## config.mk

```make
export PLATFORM = sky130hd
export DESIGN_NAME = coreriscv_axi4_credit_lrr_arbiter
export DESIGN_NICKNAME = d
export VERILOG_FILES = /design/src/rtl/coreriscv_axi4_credit_lrr_arbiter.sv
export SDC_FILE = /design/constraint.sdc
export NUM_CORES = 1
export LEC_CHECK = 0
export CAP_MARGIN = 20
export CORE_ASPECT_RATIO = 0.6
export CORE_UTILIZATION = 30
export DETAILED_ROUTE_END_ITERATION = 10
export PLACE_DENSITY_LB_ADDON = 0.12
export RECOVER_POWER = 50
export SYNTH_ARGS = -nofsm -noshare
export SYNTH_HDL_FRONTEND = slang
export SYNTH_SLANG_ARGS = --single-unit
```

## constraint.sdc

```tcl
create_clock -name clk -period 5.3 [get_ports clk]
set_clock_uncertainty 0.2 [all_clocks]
set_input_delay 1.325 -clock clk [delete_from_list [all_inputs] [get_ports clk]]
set_output_delay 1.325 -clock clk [all_outputs]
set_load 0.01 [all_outputs]
```

## src/rtl/coreriscv_axi4_credit_lrr_arbiter.sv

```systemverilog
// Four-input locking round-robin arbiter with per-destination credit gating for multi-beat messages.
// Optional stall watchdog (io_lock_timeout) is built when CORERISCV_AXI4_ARB_WATCHDOG_EN is defined.
`timescale 1ns/1ps
module coreriscv_axi4_credit_lrr_arbiter #(
    parameter int CREDITS = 4,
    parameter int TIMEOUT = 255
) (
    input  logic       clk,
    input  logic       reset,
    input  logic       io_in_0_valid,
    output logic       io_in_0_ready,
    input  logic [1:0] io_in_0_bits_header_src,
    input  logic [1:0] io_in_0_bits_header_dst,
    input  logic [1:0] io_in_0_bits_payload_manager_xact_id,
    input  logic [1:0] io_in_0_bits_payload_len,
    input  logic       io_in_1_valid,
    output logic       io_in_1_ready,
    input  logic [1:0] io_in_1_bits_header_src,
    input  logic [1:0] io_in_1_bits_header_dst,
    input  logic [1:0] io_in_1_bits_payload_manager_xact_id,
    input  logic [1:0] io_in_1_bits_payload_len,
    input  logic       io_in_2_valid,
    output logic       io_in_2_ready,
    input  logic [1:0] io_in_2_bits_header_src,
    input  logic [1:0] io_in_2_bits_header_dst,
    input  logic [1:0] io_in_2_bits_payload_manager_xact_id,
    input  logic [1:0] io_in_2_bits_payload_len,
    input  logic       io_in_3_valid,
    output logic       io_in_3_ready,
    input  logic [1:0] io_in_3_bits_header_src,
    input  logic [1:0] io_in_3_bits_header_dst,
    input  logic [1:0] io_in_3_bits_payload_manager_xact_id,
    input  logic [1:0] io_in_3_bits_payload_len,
    input  logic       io_out_ready,
    output logic       io_out_valid,
    output logic [1:0] io_out_bits_header_src,
    output logic [1:0] io_out_bits_header_dst,
    output logic [1:0] io_out_bits_payload_manager_xact_id,
    output logic       io_out_last,
    output logic [1:0] io_chosen,
    input  logic       io_credit_return_valid,
    input  logic [1:0] io_credit_return_dst,
    output logic       io_busy,
`ifdef CORERISCV_AXI4_ARB_WATCHDOG_EN
    output logic       io_lock_timeout,
`endif
    output logic       io_credit_err
);

    typedef enum logic [0:0] {
        IDLE   = 1'b0,
        LOCKED = 1'b1
    } state_t;

    localparam logic [2:0] CREDIT_MAX = 3'(CREDITS);

    if ((CREDITS < 1) || (CREDITS > 7) || (TIMEOUT < 1) || (TIMEOUT > 255)) begin : g_bad_params
        $error("coreriscv_axi4_credit_lrr_arbiter: CREDITS must be 1..7 and TIMEOUT 1..255");
    end

    // Returns {found, index} of the lowest set bit of a 4-bit request mask.
    function automatic logic [2:0] lowest_set(input logic [3:0] mask);
        logic [2:0] res;
        casez (mask)
            4'b???1: res = 3'b100;
            4'b??10: res = 3'b101;
            4'b?100: res = 3'b110;
            4'b1000: res = 3'b111;
            default: res = 3'b000;
        endcase
        return res;
    endfunction

    // Mask of input indices strictly above the previous grant.
    function automatic logic [3:0] above_mask(input logic [1:0] idx);
        logic [3:0] res;
        case (idx)
            2'd0:    res = 4'b1110;
            2'd1:    res = 4'b1100;
            2'd2:    res = 4'b1000;
            default: res = 4'b0000;
        endcase
        return res;
    endfunction

    state_t     state_r, state_nxt_s;
    logic [1:0] last_grant_r, last_grant_nxt_s;
    logic [1:0] locked_idx_r, locked_idx_nxt_s;
    logic [1:0] beat_cnt_r, beat_cnt_nxt_s;
    logic [2:0] credit_r [4];
    logic [2:0] credit_nxt_s [4];
    logic       credit_err_r, credit_err_set_s;

    logic [3:0] in_valid_s;
    logic [1:0] in_src_s [4];
    logic [1:0] in_dst_s [4];
    logic [1:0] in_xid_s [4];
    logic [1:0] in_len_s [4];
    logic [3:0] eligible_s;
    logic [2:0] hi_pick_s, lo_pick_s;
    logic [1:0] chosen_s;
    logic       out_valid_s, out_last_s, fire_s, idle_fire_s;
    logic [3:0] in_ready_s;
    logic [3:0] dec_s, inc_s;

    // Gather the flat per-input ports into indexable arrays.
    always_comb begin
        in_valid_s  = {io_in_3_valid, io_in_2_valid, io_in_1_valid, io_in_0_valid};
        in_src_s[0] = io_in_0_bits_header_src;
        in_src_s[1] = io_in_1_bits_header_src;
        in_src_s[2] = io_in_2_bits_header_src;
        in_src_s[3] = io_in_3_bits_header_src;
        in_dst_s[0] = io_in_0_bits_header_dst;
        in_dst_s[1] = io_in_1_bits_header_dst;
        in_dst_s[2] = io_in_2_bits_header_dst;
        in_dst_s[3] = io_in_3_bits_header_dst;
        in_xid_s[0] = io_in_0_bits_payload_manager_xact_id;
        in_xid_s[1] = io_in_1_bits_payload_manager_xact_id;
        in_xid_s[2] = io_in_2_bits_payload_manager_xact_id;
        in_xid_s[3] = io_in_3_bits_payload_manager_xact_id;
        in_len_s[0] = io_in_0_bits_payload_len;
        in_len_s[1] = io_in_1_bits_payload_len;
        in_len_s[2] = io_in_2_bits_payload_len;
        in_len_s[3] = io_in_3_bits_payload_len;
    end

    // Eligibility and the round-robin candidates for an IDLE grant.
    always_comb begin
        eligible_s = 4'b0000;
        for (int n = 0; n < 4; n++) begin
            eligible_s[n] = in_valid_s[n] && (credit_r[in_dst_s[n]] != 3'd0);
        end
        hi_pick_s = lowest_set(eligible_s & above_mask(last_grant_r));
        lo_pick_s = lowest_set(eligible_s);
    end

    // Output selection: credit-gated round robin in IDLE, pinned to the owner while LOCKED.
    always_comb begin
        chosen_s    = 2'd0;
        out_valid_s = 1'b0;
        out_last_s  = 1'b0;
        in_ready_s  = 4'b0000;
        case (state_r)
            IDLE: begin
                chosen_s    = hi_pick_s[2] ? hi_pick_s[1:0] : lo_pick_s[1:0];
                out_valid_s = lo_pick_s[2];
                out_last_s  = (in_len_s[chosen_s] == 2'd0);
                for (int n = 0; n < 4; n++) begin
                    in_ready_s[n] = io_out_ready && (chosen_s == 2'(n)) && eligible_s[n];
                end
            end
            LOCKED: begin
                chosen_s    = locked_idx_r;
                out_valid_s = in_valid_s[locked_idx_r];
                out_last_s  = (beat_cnt_r == 2'd0);
                for (int n = 0; n < 4; n++) begin
                    in_ready_s[n] = io_out_ready && (locked_idx_r == 2'(n));
                end
            end
            default: begin
                chosen_s = 2'd0;
            end
        endcase
        fire_s      = out_valid_s && io_out_ready;
        idle_fire_s = fire_s && (state_r == IDLE);
    end

    // Next-state logic for the message lock.
    always_comb begin
        state_nxt_s      = state_r;
        last_grant_nxt_s = last_grant_r;
        locked_idx_nxt_s = locked_idx_r;
        beat_cnt_nxt_s   = beat_cnt_r;
        case (state_r)
            IDLE: begin
                if (fire_s) begin
                    last_grant_nxt_s = chosen_s;
                    if (in_len_s[chosen_s] != 2'd0) begin
                        locked_idx_nxt_s = chosen_s;
                        beat_cnt_nxt_s   = in_len_s[chosen_s] - 2'd1;
                        state_nxt_s      = LOCKED;
                    end else begin
                        state_nxt_s = IDLE;
                    end
                end else begin
                    state_nxt_s = IDLE;
                end
            end
            LOCKED: begin
                if (fire_s && (beat_cnt_r == 2'd0)) begin
                    state_nxt_s = IDLE;
                end else if (fire_s) begin
                    beat_cnt_nxt_s = beat_cnt_r - 2'd1;
                end else begin
                    state_nxt_s = LOCKED;
                end
            end
            default: begin
                state_nxt_s = IDLE;
            end
        endcase
    end

    // Credit counters: a same-cycle take and return cancel; a surplus return saturates and flags.
    always_comb begin
        credit_err_set_s = 1'b0;
        dec_s            = 4'b0000;
        inc_s            = 4'b0000;
        for (int d = 0; d < 4; d++) begin
            dec_s[d]        = idle_fire_s && (in_dst_s[chosen_s] == 2'(d));
            inc_s[d]        = io_credit_return_valid && (io_credit_return_dst == 2'(d));
            credit_nxt_s[d] = credit_r[d];
            case ({dec_s[d], inc_s[d]})
                2'b10: credit_nxt_s[d] = credit_r[d] - 3'd1;
                2'b01: begin
                    if (credit_r[d] == CREDIT_MAX) begin
                        credit_err_set_s = 1'b1;
                    end else begin
                        credit_nxt_s[d] = credit_r[d] + 3'd1;
                    end
                end
                default: credit_nxt_s[d] = credit_r[d];
            endcase
        end
    end

    // Lock state and grant history registers.
    always_ff @(posedge clk) begin
        if (reset) begin
            state_r      <= IDLE;
            last_grant_r <= 2'd0;
            locked_idx_r <= 2'd0;
            beat_cnt_r   <= 2'd0;
        end else begin
            state_r      <= state_nxt_s;
            last_grant_r <= last_grant_nxt_s;
            locked_idx_r <= locked_idx_nxt_s;
            beat_cnt_r   <= beat_cnt_nxt_s;
        end
    end

    // Credit counters and the sticky credit error flag.
    always_ff @(posedge clk) begin
        if (reset) begin
            for (int d = 0; d < 4; d++) begin
                credit_r[d] <= CREDIT_MAX;
            end
            credit_err_r <= 1'b0;
        end else begin
            for (int d = 0; d < 4; d++) begin
                credit_r[d] <= credit_nxt_s[d];
            end
            credit_err_r <= credit_err_r | credit_err_set_s;
        end
    end

`ifdef CORERISCV_AXI4_ARB_WATCHDOG_EN
    localparam logic [7:0] TIMEOUT_C = 8'(TIMEOUT);

    logic [7:0] stall_cnt_r, stall_cnt_nxt_s;
    logic       lock_timeout_r;

    // Count LOCKED cycles without progress; saturate rather than wrap.
    always_comb begin
        stall_cnt_nxt_s = 8'd0;
        if ((state_r == LOCKED) && !fire_s) begin
            stall_cnt_nxt_s = (stall_cnt_r == 8'hFF) ? stall_cnt_r : (stall_cnt_r + 8'd1);
        end else begin
            stall_cnt_nxt_s = 8'd0;
        end
    end

    // Stall counter and sticky timeout flag; the lock itself is never broken.
    always_ff @(posedge clk) begin
        if (reset) begin
            stall_cnt_r    <= 8'd0;
            lock_timeout_r <= 1'b0;
        end else begin
            stall_cnt_r    <= stall_cnt_nxt_s;
            lock_timeout_r <= lock_timeout_r | (stall_cnt_nxt_s == TIMEOUT_C);
        end
    end

    assign io_lock_timeout = lock_timeout_r;
`endif

    assign io_in_0_ready                        = in_ready_s[0];
    assign io_in_1_ready                        = in_ready_s[1];
    assign io_in_2_ready                        = in_ready_s[2];
    assign io_in_3_ready                        = in_ready_s[3];
    assign io_out_valid                         = out_valid_s;
    assign io_out_last                          = out_last_s;
    assign io_chosen                            = chosen_s;
    assign io_out_bits_header_src               = in_src_s[chosen_s];
    assign io_out_bits_header_dst               = in_dst_s[chosen_s];
    assign io_out_bits_payload_manager_xact_id  = in_xid_s[chosen_s];
    assign io_busy                              = (state_r == LOCKED);
    assign io_credit_err                        = credit_err_r;

endmodule

```

=== Word-level counts from Yosys, hierarchy flattened ===
Memory sizes are Yosys's and may differ from the RTL's.
Cells that the tools add are included.

* Bits in registers: 8
* Memories kept: 1
* Word-level logic and storage cells: 163
* Bits in writable memories: 12
* Output and inout bits: 16

{| class="wikitable"
|+ Memory list
! name !! depth !! bits a word !! rd ports !! clocked after memory_dff !! wr ports !! RTL line !! text
|-
| credit_r || 4 || 3 || 8 || 0 || 4 || 90 || <nowiki>logic [2:0] credit_r [4];</nowiki>
|}

* Bitwise gates (word level): 9
* Multiplexer cells: 57
* Magnitude comparators: 3
* Equality and inequality tests: 36
* Reductions and logical operators: 42
* Add/subtract/negate cells: 10

{| class="wikitable"
|+ Operators with widths
! kind !! count
|-
| == test 2 bit, second input constant || 15
|-
| 2-to-1 mux 2 bit || 15
|-
| logical AND 1 bit || 27
|-
| 2-to-1 mux 3 bit || 8
|-
| case mux 3 bit (2 select lines) || 4
|-
| case mux 3 bit (4 select lines) || 2
|-
| binary-select mux 2 bit (select 2 bit) || 5
|-
| == test 2 x 1 -> 1 bit, second input constant || 9
|-
| == test 3 bit, second input constant || 6
|-
| 2-to-1 mux 1 bit || 15
|-
| logical NOT 2 bit || 7
|-
| adder 3 x 1 -> 3 bit, second input constant || 4
|-
| case mux 4 bit (3 select lines) || 1
|-
| nonzero test 3 bit || 4
|-
| subtractor 3 x 1 -> 3 bit, second input constant || 4
|-
| == test 4 bit, second input constant || 2
|-
| case mux 2 bit (2 select lines) || 2
|-
| case mux 4 bit (2 select lines) || 1
|-
| greater-or-equal comparator 3 bit, second input constant || 2
|-
| inverter 2 -> 3 bit || 2
|-
| case mux 1 bit (2 select lines) || 3
|-
| bitwise OR 1 bit || 5
|-
| bitwise AND 4 bit || 1
|-
| inequality test 2 x 1 -> 1 bit, second input constant || 2
|-
| 9 further kinds || 11
|}

=== Longest topological paths before layout ===
Gate-level depths: netlist of the first run.
An unclocked memory read counts as a cell.

* Depth in word-level cells: 23
* Depth in mapped cells: 14
* Gate-level depth less buffers: 13

=== Least setup slack after synthesis of the first run ===
No wires, ideal clock.

* Path kind: input-to-reg
* Start point: input io_in_3_bits_header_dst[1]
* End point: memory credit_r[3][2]
* Data arrival time: 4599 ps
* Stages on the path: 12
* Required time: 4980 ps
* Setup slack: 381 ps
* Cell sequence: or4b_1 a2bb2oi_2 o22ai_1 a22oi_1 a41oi_2 mux4_2 nand2_2 o21ai_1 fa_1 or4_4 o311a_1 a211o_1

{| class="wikitable"
|+ RTL lines
! item !! RTL line !! text
|-
| start, declared || 31 || <nowiki>input logic [1:0] io_in_3_bits_header_dst,</nowiki>
|-
| end, declared || 90 ||
|}

=== Final worst setup path of the first run ===
* Start point: input io_in_1_bits_header_dst[1]
* End point: output io_out_bits_header_dst[0]

* Cells in the longest elaborated chain, start to end: 12
* Elaborated cells on any way between the ends: 18

{| class="wikitable"
|+ Ends and longest elaborated chain
! item !! RTL line !! text
|-
| start, declared || 19 || <nowiki>input logic [1:0] io_in_1_bits_header_dst,</nowiki>
|-
| memory read (4 x 3 bit) (*) || -- ||
|-
| nonzero test 3 bit (*) || 131 || <nowiki>eligible_s[n] = in_valid_s[n] && (credit_r[in_dst_s[n]] != 3'd0);</nowiki>
|-
| logical AND 1 bit (*) || 131 ||
|-
| bitwise AND 4 bit || 133 || <nowiki>hi_pick_s = lowest_set(eligible_s & above_mask(last_grant_r));</nowiki>
|-
| == test 4 bit, or another cell as far along || 64 || <nowiki>casez (mask)</nowiki>
|-
| case mux 3 bit (4 select lines) || 64 ||
|-
| 2-to-1 mux 2 bit (*) || 145 || <nowiki>chosen_s = hi_pick_s[2] ? hi_pick_s[1:0] : lo_pick_s[1:0];</nowiki>
|-
| case mux 2 bit (2 select lines) (*) || 143 || <nowiki>case (state_r)</nowiki>
|-
| inverter 2 -> 3 bit (implied by the code) (*) || 295 || <nowiki>assign io_out_bits_header_dst = in_dst_s[chosen_s];</nowiki>
|-
| binary-select mux 2 bit (select 2 bit) (*) || 295 ||
|-
| 2-to-1 mux 2 bit (implied by the code) (*) (2 in a row) || 295 ||
|-
| end, declared || 37 || <nowiki>output logic [1:0] io_out_bits_header_dst,</nowiki>
|}

Mark *: on every way between the ends. The rest lies on a longest branch, timed or not. The select of a mux whose other input is x is not followed.

==> flow_summary.toml, run 1 <==
[pwr]
peakVddDrop_mv = 0.1793
p_comb_frac = 0.653
intPower_mw = 0.7048
clkPwrFrac = 0.129
power_frac_seq = 0.218
swShare = 0.4195
power_mw = 1.214
cellPowerDensity_nw_per_um2 = 384.3
power.leakage_nw = 1.321
p_sw_mw = 0.5094

[logic_synthesis]
ys_seq_elements = 20
yosys.area_share.simple = 0.2751
syn_nets = 283
synth_cell_type_count = 61
synth_xor_area_frac = 0
syn_avg_cell_area_um2 = 8.098
synth_ff_type = "dfxtp_1"
synthArstFlopShare = 0
synth_top_family_by_area = "compound AO/OA/AOI/OAI gates"
synth_fa_ha_area_frac = 0.04172
muxShareOfSynthArea = 0.1323
ys_seq_area_frac = 0.2086
synth_edf_count = 0
synthCells = 237
synth.cell_area_um2 = 1919
yosys_warnings = 0
synth-compound-area-share = 0.3051

[route]
num_vias = 2205
wl_um = 6563
drt_iter0_drc = 77
wire_per_inst_um = 15.59
route.detailed.drc = 0
routed_via_density = 5.238
dr.pass1.iters = 4
postRouteAntennaNets = 0

[sta]
tns_ps = 0
fmax_mhz = 191.8
finalHoldViolations = 0
drv_slew = 0
slew_headroom = 0.4429
rsz0062_at_grt = "yes"
hold_ws_ps = 294.5
finalSetupViolCount = 0
worst_slew_pin_slew_ps = 826.9
layout_min_cycle_time_ps = 5213
min_period_over_period = 0.9836

[worst_setup_path]
cp_num_buf_inv = 5
cp_slowest_cell = "mux4_2"
timing.rr.start = "credit_r[2][0]$_SDFFE_PP0P_"
max_stage_delay_ps = 480
required_ps = 3770
end_kind = "output port"
crit_chain = "dlygate4sd2_1 -> buf_6 -> o41a_1 -> a32o_2 -> buf_4 -> o211ai_1 -> a41oi_2 -> buf_4 -> mux4_2 -> buf_6"
worst-path-max-fanout = 3
startpoint_type = "primary input"
worstSetupPathType = "primary input to output port"
crit_arrival_ps = 3690
crit_start = "io_in_1_bits_header_dst[1]"
cp_top_family = "compound AO/OA/AOI/OAI gates"

[clock_network]
cts_buffer_depth = 2
cts_tree = "yes"
clockRootBuffer = "clkbuf_8"
clkTransAtPathRegs_ps = 90
cts.sinks = 20
htreeDepth = 1
insertion_delay_ps = 260
numCtsBuffers = 3

[placed_design]
hpwl_um = 4954
io_buffer_count = 57
routabilityCongestion = 0.8667
placed_area_um2 = 2816

[job]
maxCapViolations = 0

[min_path]
hold_start = "io_credit_err$_SDFF_PP0_"
hold_class = "flip-flop to flip-flop"

[cells_and_area]
drive_gt1_frac = 0.2997
finalInstanceArea_um2 = 3159
nFillCells = 574
nNetsFinal = 384
antenna_cells = 0
area_growth_pct = 64.60

[global_routing]
grt_max_degree = 17
grt_pass1_wl_um = 10450
antenna_found_initial = 0
grt_usage = 0.1977
grt_pass1_vias = 2063
grt-ovfl-total = 0

[die]
io_pins = 58
die_w_um = 105.3
initial_core_util = 0.3127
dieArea_um2 = 6732
rows = 22
coreArea_um2 = 6138
die_h_um = 63.96

[outcome]
status = "completed"
==> cell families after synthesis <==
logic type | after synthesis
buf+inv | 17
simple gates | 94
mux | 22
flops | 20
fa+ha+maj | 4
compound gates | 80
==> worst reg2reg max path, cell delays in order, from the launching register on <==
cell	delay (ps)
dfxtp_1	430
nor3_1	580
o22ai_1	220
a32o_2	290
buf_4	150
o211ai_1	280
a41oi_2	180
buf_4	190
mux4_2	480
buf_6	160
nand2_2	60
o21ai_2	80
fa_2	360
or4_4	540
o311a_1	140
a211o_1	270
==> placed cells by master, fill, tap and decap left out, types with 3 or more instances in the layout <==
master and n:
buf_4 40, clkdlybuf4s50_1 35, dfxtp_1 20, nor2_1 17
mux2i_1 16, nand2_1 15, a21oi_1 14, nand3_1 10
inv_1 8, nor3_1 8, o21a_1 7, nor2b_1 7
o21ai_0 7, dlymetal6s2s_1 7, a211oi_2 6, a211oi_1 6
dlygate4sd2_1 6, buf_6 6, o211ai_1 4, and3_1 4
a21o_1 4, or3_1 4, buf_2 4, nor4b_2 3
nor3b_1 3, fa_1 3, clkbuf_8 3
==> per-layer routing <==
| metal | up-vias | wire [µm] | track usage |
|---|---|---|---|
| li1 | 1111 | - | - |
| met2 | 47 | 2561 | 0.2697 |
| met4 | 0 | 15 | 0.01585 |
| met5 | - | 0 | 0 |
| met1 | 1045 | 3649 | 0.3129 |
| met3 | 2 | 336 | 0.04898 |
==> what timing repair did <==
action	4_1_cts	5_1_grt
gates resized for setup	60	18
hold buffers	0	0
endpoints found under the setup margin	14	12
cloned	0	0
pin swaps	15	12
buffers inserted	11	1
==> cell type report <==
class | instances | area, µm² | share of cell area
sequential | 20 | 400.4 | 0.1267
tap | 84 | 105.1 | 0.03327
timing repair buffer | 103 | 923.4 | 0.2923
clock inverter | 1 | 30.03 | 0.009505
multi-input combinational | 200 | 1622 | 0.5133
clock buffer | 3 | 41.29 | 0.01307
inverter | 10 | 37.54 | 0.01188
==> through the flow <==
stage,std cells,util,setup slack [ps]
final,421,0.5147,86.67
after global routing,421,0.5147,-11.19
after CTS,420,0.5029,-91.71
after detailed placement,405,0.4588,-486.3
after global placement,405,0.4588,-511.2
after floorplan,237,-,381.1
==> registers in the layout (all words and copies together), names as in the netlist <==
register	count
beat_cnt_r	2
credit_r	12
io_busy	1
io_credit_err	1
last_grant_r	2
locked_idx_r	2
==> power groups by stage <==
stage,combinational [mW],clock (mW),sequential (mW)
after floorplan,0.434,0,0.234
after global placement,0.718,0,0.259
after detailed placement,0.719,0,0.259
after CTS,0.771,0.160,0.261
after global routing,0.861,0.169,0.273
final,0.793,0.157,0.265
==> path summary, 6_finish.rpt <==
check,end,slack [ps],cells after the start
worst max-delay path,io_out_bits_header_dst[0],90,10
worst min-delay path,io_credit_err$_SDFF_PP0_,290,1
worst max register to register,credit_r[3][2]$_SDFFE_PP1P_,580,15
worst min register to register,io_credit_err$_SDFF_PP0_,290,1
==> Yosys cell counts, types with 2 or more instances <==
cell | number | area (µm²)
nor3b_1 | 3 | 22.52
o22ai_1 | 5 | 31.28
o21a_1 | 7 | 52.55
o211ai_1 | 4 | 30.03
dfxtp_1 | 20 | 400.4
and2_1 | 2 | 12.51
or3_1 | 4 | 25.02
nand2b_1 | 2 | 12.51
o221ai_1 | 2 | 17.52
o21ai_0 | 6 | 30.03
a21o_1 | 4 | 30.03
nor4b_1 | 4 | 35.03
mux2i_1 | 16 | 160.2
nand2_1 | 15 | 56.30
and3_1 | 4 | 25.02
a21oi_1 | 15 | 75.07
mux2_2 | 3 | 33.78
fa_1 | 4 | 80.08
a22oi_1 | 2 | 15.01
clkbuf_1 | 6 | 22.52
inv_1 | 8 | 30.03
a32oi_1 | 2 | 17.52
nor2_1 | 17 | 63.81
o41a_1 | 2 | 22.52
a21bo_2 | 2 | 20.02
nand3b_1 | 2 | 15.01
a211oi_1 | 11 | 82.58
nor2b_1 | 7 | 43.79
mux4_2 | 2 | 45.04
o21ai_1 | 4 | 20.02
or2_2 | 2 | 12.51
nand3_1 | 12 | 60.06
nor3_1 | 10 | 50.05
No activity file was read; power rests on OpenSTA's default activity.
==> run 2: changes to the inputs <==
--- a/config.mk
+++ b/config.mk
@@ -9,7 +9,7 @@
 export CORE_ASPECT_RATIO = 0.6
 export CORE_UTILIZATION = 30
 export DETAILED_ROUTE_END_ITERATION = 10
-export PLACE_DENSITY_LB_ADDON = 0.12
+export PLACE_DENSITY = 0.58
 export RECOVER_POWER = 50
 export SYNTH_ARGS = -nofsm -noshare
 export SYNTH_HDL_FRONTEND = slang
==> run 2 against run 1 <==
  * Cell count shrank 0.95%
  * Via count grew 1.4%
  * Largest cell class unchanged
  * Die area is the same
  * Core utilization shrank 1.1 points
  * Critical endpoint unchanged
==> flow_summary.toml, run 2 (same netlist as run 1, synthesis figures left out) <==
[pwr]
peakVddDrop_mv = 0.1375
power.leakage_nw = 1.253
cellPowerDensity_nw_per_um2 = 385.8
power_mw = 1.193

[cells_and_area]
final_common_cell = "clkdlybuf4s50_1"
drive_gt1_frac = 0.2943
largest_reg_flops = 12
nNetsFinal = 380
nFillCells = 586
area_growth_pct = 61.08
mostFrequentLayoutCells = "40 x clkdlybuf4s50_1, 35 x buf_4, 20 x dfxtp_1, 17 x nor2_1, 16 x mux2i_1"
top_register = "credit_r"
antenna_cells = 0

[worst_setup_path]
cp_slowest_cell = "mux4_2"
worstSetupPathType = "primary input to output port"
cp_top_family = "buffers and inverters"
reg2reg_to = "credit_r[3][2]$_SDFFE_PP1P_"
crit_chain = "clkdlybuf4s50_1 -> nor4b_4 -> o22ai_2 -> a21oi_2 -> o211ai_1 -> a41oi_2 -> buf_4 -> mux4_2 -> buf_6"
r2r_slack_ps = 710
end_kind = "output port"
cp_num_buf_inv = 3
reg2reg_depth = 14
max_stage_delay_ps = 560
timing.rr.start = "credit_r[2][0]$_SDFFE_PP0P_"
crit_arrival_ps = 3700
worst-path-max-fanout = 3
required_ps = 3770
startpoint_type = "primary input"

[die]
rows = 22
die_w_um = 105.3
initial_core_util = 0.3127
dieArea_um2 = 6732
die_h_um = 63.96
coreArea_um2 = 6138
io_pins = 58

[sta]
slew_headroom = 0.5132
drv_slew = 0
worst_slew_pin_slew_ps = 730.3
finalHoldViolations = 0
finalSetupViolCount = 0
fmax_mhz = 191.3
tns_ps = 0
layout_min_cycle_time_ps = 5228
min_period_over_period = 0.9864

[clock_network]
clkTransAtPathRegs_ps = 80
htreeDepth = 1
numCtsBuffers = 3
clockRootBuffer = "clkbuf_8"
cts.sinks = 20
cts_buffer_depth = 2
cts_tree = "yes"
insertion_delay_ps = 270

[job]
maxCapViolations = 0

[placed_design]
routabilityCongestion = 0.9789
hpwl_um = 5142
io_buffer_count = 57

[route]
wl_um = 6764
route.detailed.drc = 0
dr.pass1.iters = 4
wire_per_inst_um = 16.22
routed_via_density = 5.362
postRouteAntennaNets = 0
drt_iter0_drc = 152
num_vias = 2236

[min_path]
min_to = "io_credit_err$_SDFF_PP0_"
hold_start = "io_credit_err$_SDFF_PP0_"
hold_class = "flip-flop to flip-flop"
worst_hold_path.num_cells = 1

[global_routing]
grt_pass1_wl_um = 10230
grt_util_met3 = 0.04490
grt_use_met2 = 0.2533
grt_max_degree = 17
grt-ovfl-total = 0
antenna_found_initial = 0
use_met1 = 0.3085
grt_pass1_vias = 1992
grt_usage = 0.1947
top_usage_layer = "met1"

[outcome]
status = "completed"
-- run 2: worst max-delay path by stage --
stage	start	end	slack [ps]	cells after the start
3_5_place_dp	io_in_3_bits_header_dst[1]	io_out_last	-500	11
4_1_cts	io_in_1_bits_header_dst[1]	io_out_last	-100	11
5_1_grt	io_in_2_bits_header_dst[0]	io_out_last	-60	12
6_report	io_in_0_bits_header_dst[1]	io_out_bits_header_dst[0]	70	9
3_3_place_gp	io_in_3_bits_header_dst[1]	io_out_last	-480	11
2_1_floorplan	io_in_3_bits_header_dst[1]	credit_r[3][2]$_SDFFE_PP1P_	380	12
-- run 2: final cells by class --
type                            instances  area (µm²)  area share
Sequential cell                        20       400.4      0.1295
Tap cell                               84       105.1     0.03399
Multi-Input combinational cell        200        1632      0.5277
Timing Repair Buffer                   99       862.1      0.2788
Inverter                               10       37.54     0.01214
Clock buffer                            4       55.05     0.01781
-- run 2: through the flow --
step | utilization | worst slack (ps) | cells | hold WS (ps) | area [µm²]
3_3_place_gp | 0.4552 | -482.5 | 402 | 285.6 | 2794
2_1_floorplan | - | 381.1 | 237 | 270.8 | 1919
6_report | 0.5037 | 72.19 | 417 | 298.8 | 3092
5_1_grt | 0.5037 | -58.08 | 417 | 332.7 | 3092
4_1_cts | 0.4925 | -104.9 | 414 | 312.7 | 3023
3_5_place_dp | 0.4552 | -498.9 | 402 | 294.4 | 2794
-- run 2: metal layers --
metal | vias up | routed length (µm)
li1 | 1111 | -
met1 | 1042 | 3591
met2 | 73 | 2661
met3 | 10 | 437
met4 | 0 | 74
met5 | - | 0
-- run 2: where the power goes --
part / leakage [nW] / switching (mW) / internal (mW)
logic: 1.06 / 0.397 / 0.415
clock network: 0.0288 / 0.0559 / 0.0663
registers: 0.164 / 0.0698 / 0.188
total: 1.25 / 0.523 / 0.670
-- run 2: what timing repair did --
action | in CTS | in global routing
hold buffers | 0 | 0
pin swaps | 9 | 12
gates resized for setup | 50 | 30
cloned | 1 | 0
endpoints found under the hold margin | 0 | 0
setup buffers | 7 | 3
endpoints found under the setup margin | 14 | 14
==> run 3: changes to the inputs <==
--- a/config.mk
+++ b/config.mk
@@ -6,7 +6,7 @@
 export NUM_CORES = 1
 export LEC_CHECK = 0
 export CAP_MARGIN = 20
-export CORE_ASPECT_RATIO = 0.6
+export CORE_ASPECT_RATIO = 0.7
 export CORE_UTILIZATION = 30
 export DETAILED_ROUTE_END_ITERATION = 10
 export PLACE_DENSITY = 0.58
==> constraint.sdc (replaced) <==
create_clock -name clk -period 5.9 [get_ports clk]
set_clock_uncertainty 0.2 [all_clocks]
set_input_delay 1.475 -clock clk [delete_from_list [all_inputs] [get_ports clk]]
set_output_delay 1.475 -clock clk [all_outputs]
set_load 0.01 [all_outputs]
==> run 3 against run 2 <==
  * The run now ends with DRC, setup timing left
  * Core utilization fell by 0.65 points
  * Critical path depth rose by 1
  * Combinational power is 16% lower
  * Total power fell by 12%
  * Cell count fell by 5.0%
  * Die area about the same
  * Design area decreased by 4.2%
  * Via count decreased by 3.6%
  * Clock power rose by 15%
  * Worst setup slack worse by 110 ps
  * Largest cell class unchanged
  * Non-clock buffer count down 12
==> flow_summary.toml, run 3 (same netlist as run 1, synthesis figures left out) <==
[outcome]
status = "finished with violations"
violations = "DRC, setup timing"

[global_routing]
grt_usage = 0.1793
grt_pass1_wl_um = 9425
grt-ovfl-total = 0
grt_pass1_vias = 1865
antenna_found_initial = 0
grt_max_degree = 17

[die]
die_w_um = 97.60
rows = 23
coreArea_um2 = 5957
initial_core_util = 0.3222
dieArea_um2 = 6727
io_pins = 58
die_h_um = 68.92

[clock_network]
cts.sinks = 20
htreeDepth = 1
clkTransAtPathRegs_ps = 80
cts_tree = "yes"
clockRootBuffer = "clkbuf_8"
holdBufCountCts = 0
cts_buffer_depth = 2
numCtsBuffers = 3
insertion_delay_ps = 260

[worst_setup_path]
cp_top_family = "buffers and inverters"
r2r_slack_ps = 1200
crit_arrival_ps = 4270
timing.rr.start = "credit_r[2][0]$_SDFFE_PP0P_"
cp_slowest_cell = "clkdlybuf4s50_1"
end_kind = "output port"
startpoint_type = "primary input"
reg2reg_to = "credit_r[3][2]$_SDFFE_PP1P_"
crit_chain = "clkdlybuf4s50_1 -> nor4b_1 -> o22ai_1 -> a32o_1 -> o211ai_1 -> buf_4 -> a41oi_4 -> buf_4 -> mux4_2 -> clkdlybuf4s15_1"
required_ps = 4220
worstSetupPathType = "primary input to output port"
max_stage_delay_ps = 480
crit_top_cell = "buf_4"
worst-path-max-fanout = 4
cp_num_buf_inv = 4
reg2reg_depth = 15

[cells_and_area]
antenna_cells = 0
area_growth_pct = 54.30
largest_reg_flops = 12
top_register = "credit_r"
finalInstanceArea_um2 = 2962
mostFrequentLayoutCells = "44 x clkdlybuf4s50_1, 29 x buf_4, 20 x dfxtp_1, 17 x nor2_1"
nNetsFinal = 368
final_common_cell = "clkdlybuf4s50_1"
drive_gt1_frac = 0.2150
utilization = 0.4972

[placed_design]
hpwl_um = 4950
io_buffer_count = 57
placed_area_um2 = 2723
routabilityCongestion = 0.8972

[pwr]
power_mw = 1.056
cellPowerDensity_nw_per_um2 = 356.4
power.leakage_nw = 1.204
peakVddDrop_mv = 0.1387

[route]
wire_per_inst_um = 16.18
routed_via_density = 5.442
route.detailed.drc = 4
num_vias = 2155
wl_um = 6406
postRouteAntennaNets = 0
drt_iter0_drc = 123
dr.pass1.iters = 7

[min_path]
min_to = "io_credit_err$_SDFF_PP0_"
worst_hold_path.num_cells = 1
hold_class = "flip-flop to flip-flop"
hold_start = "io_credit_err$_SDFF_PP0_"

[sta]
min_period_over_period = 1.007
finalSetupViolCount = 1
drv_slew = 0
slew_headroom = 0.5620
layout_min_cycle_time_ps = 5940
worst_slew_pin_slew_ps = 655.0
setup_slack_ps = -40.04
finalHoldViolations = 0
fmax_mhz = 168.3

[job]
maxCapViolations = 0
[run 3: cell count changes in the layout (fill, tap and decap cells not counted), moves of 3 or more]
cell             delta
a211oi_1            +3
a211oi_2            -3
buf_2               -3
buf_4               -6
buf_6               -5
clkbuf_2            -4
clkdlybuf4s50_1     +4
nor4b_4             -3
o22ai_1             +4
o22ai_2             -3
[run 3: report_power, final]
group	switching [mW]	leakage [nW]	total, mW	internal, mW
clock	0.0496	0.0357	0.140	0.0907
combinational	0.329	1.00	0.681	0.353
sequential	0.0651	0.164	0.234	0.169
[run 3: cell type report]
cell class / count / area, µm²
Fill cell: 567 / 2995
Multi-Input combinational cell: 200 / 1555
Clock buffer: 3 / 41.29
Inverter: 10 / 37.54
Clock inverter: 1 / 30.03
Timing Repair Buffer: 87 / 803.3
Sequential cell: 20 / 400.4
Tap cell: 75 / 93.84
[run 3: worst max-delay path by stage]
stage                               start                                      to  cells past startpoint
3_5_place_dp   io_in_3_bits_header_dst[1]                             io_out_last                     11
6_report       io_in_1_bits_header_dst[1]               io_out_bits_header_dst[0]                     10
5_1_grt        io_in_1_bits_header_dst[1]               io_out_bits_header_dst[0]                     10
2_1_floorplan  io_in_3_bits_header_dst[1]               io_out_bits_header_src[0]                      9
4_1_cts        io_in_3_bits_header_dst[1]  io_out_bits_payload_manager_xact_id[1]                     11
3_3_place_gp   io_in_3_bits_header_dst[1]                             io_out_last                     11
[run 3: timing repair]
action | 4_1_cts | 5_1_grt
pin swaps | 3 | 6
endpoints found under the setup margin | 10 | 11
gates cloned | 1 | 0
endpoints found under the hold margin | 0 | 0
buffers inserted | 3 | 3
resized for setup | 14 | 22
[run 3: metrics by stage]
step | cells | setup WS (ps) | TNS [ps] | hold slack, ps
after global placement | 385 | -204.7 | -1108 | 288.0
after floorplan | 237 | 749.8 | 0 | 270.8
final | 396 | -40.04 | -40.04 | 298.5
after CTS | 393 | -69.78 | -105.2 | 302.8
after global routing | 396 | -92.34 | -267.1 | 340.4
after detailed placement | 385 | -198.9 | -1247 | 282.2
[run 3: layer usage]
metal | up-vias | GRT usage | share of wire
met3 | 2 | 0.03125 | 0.060
met4 | 0 | 0.02652 | 0.0019
li1 | 1083 | - | -
met1 | 1021 | 0.2810 | 0.52
met5 | - | 0 | 0
met2 | 49 | 0.2518 | 0.42
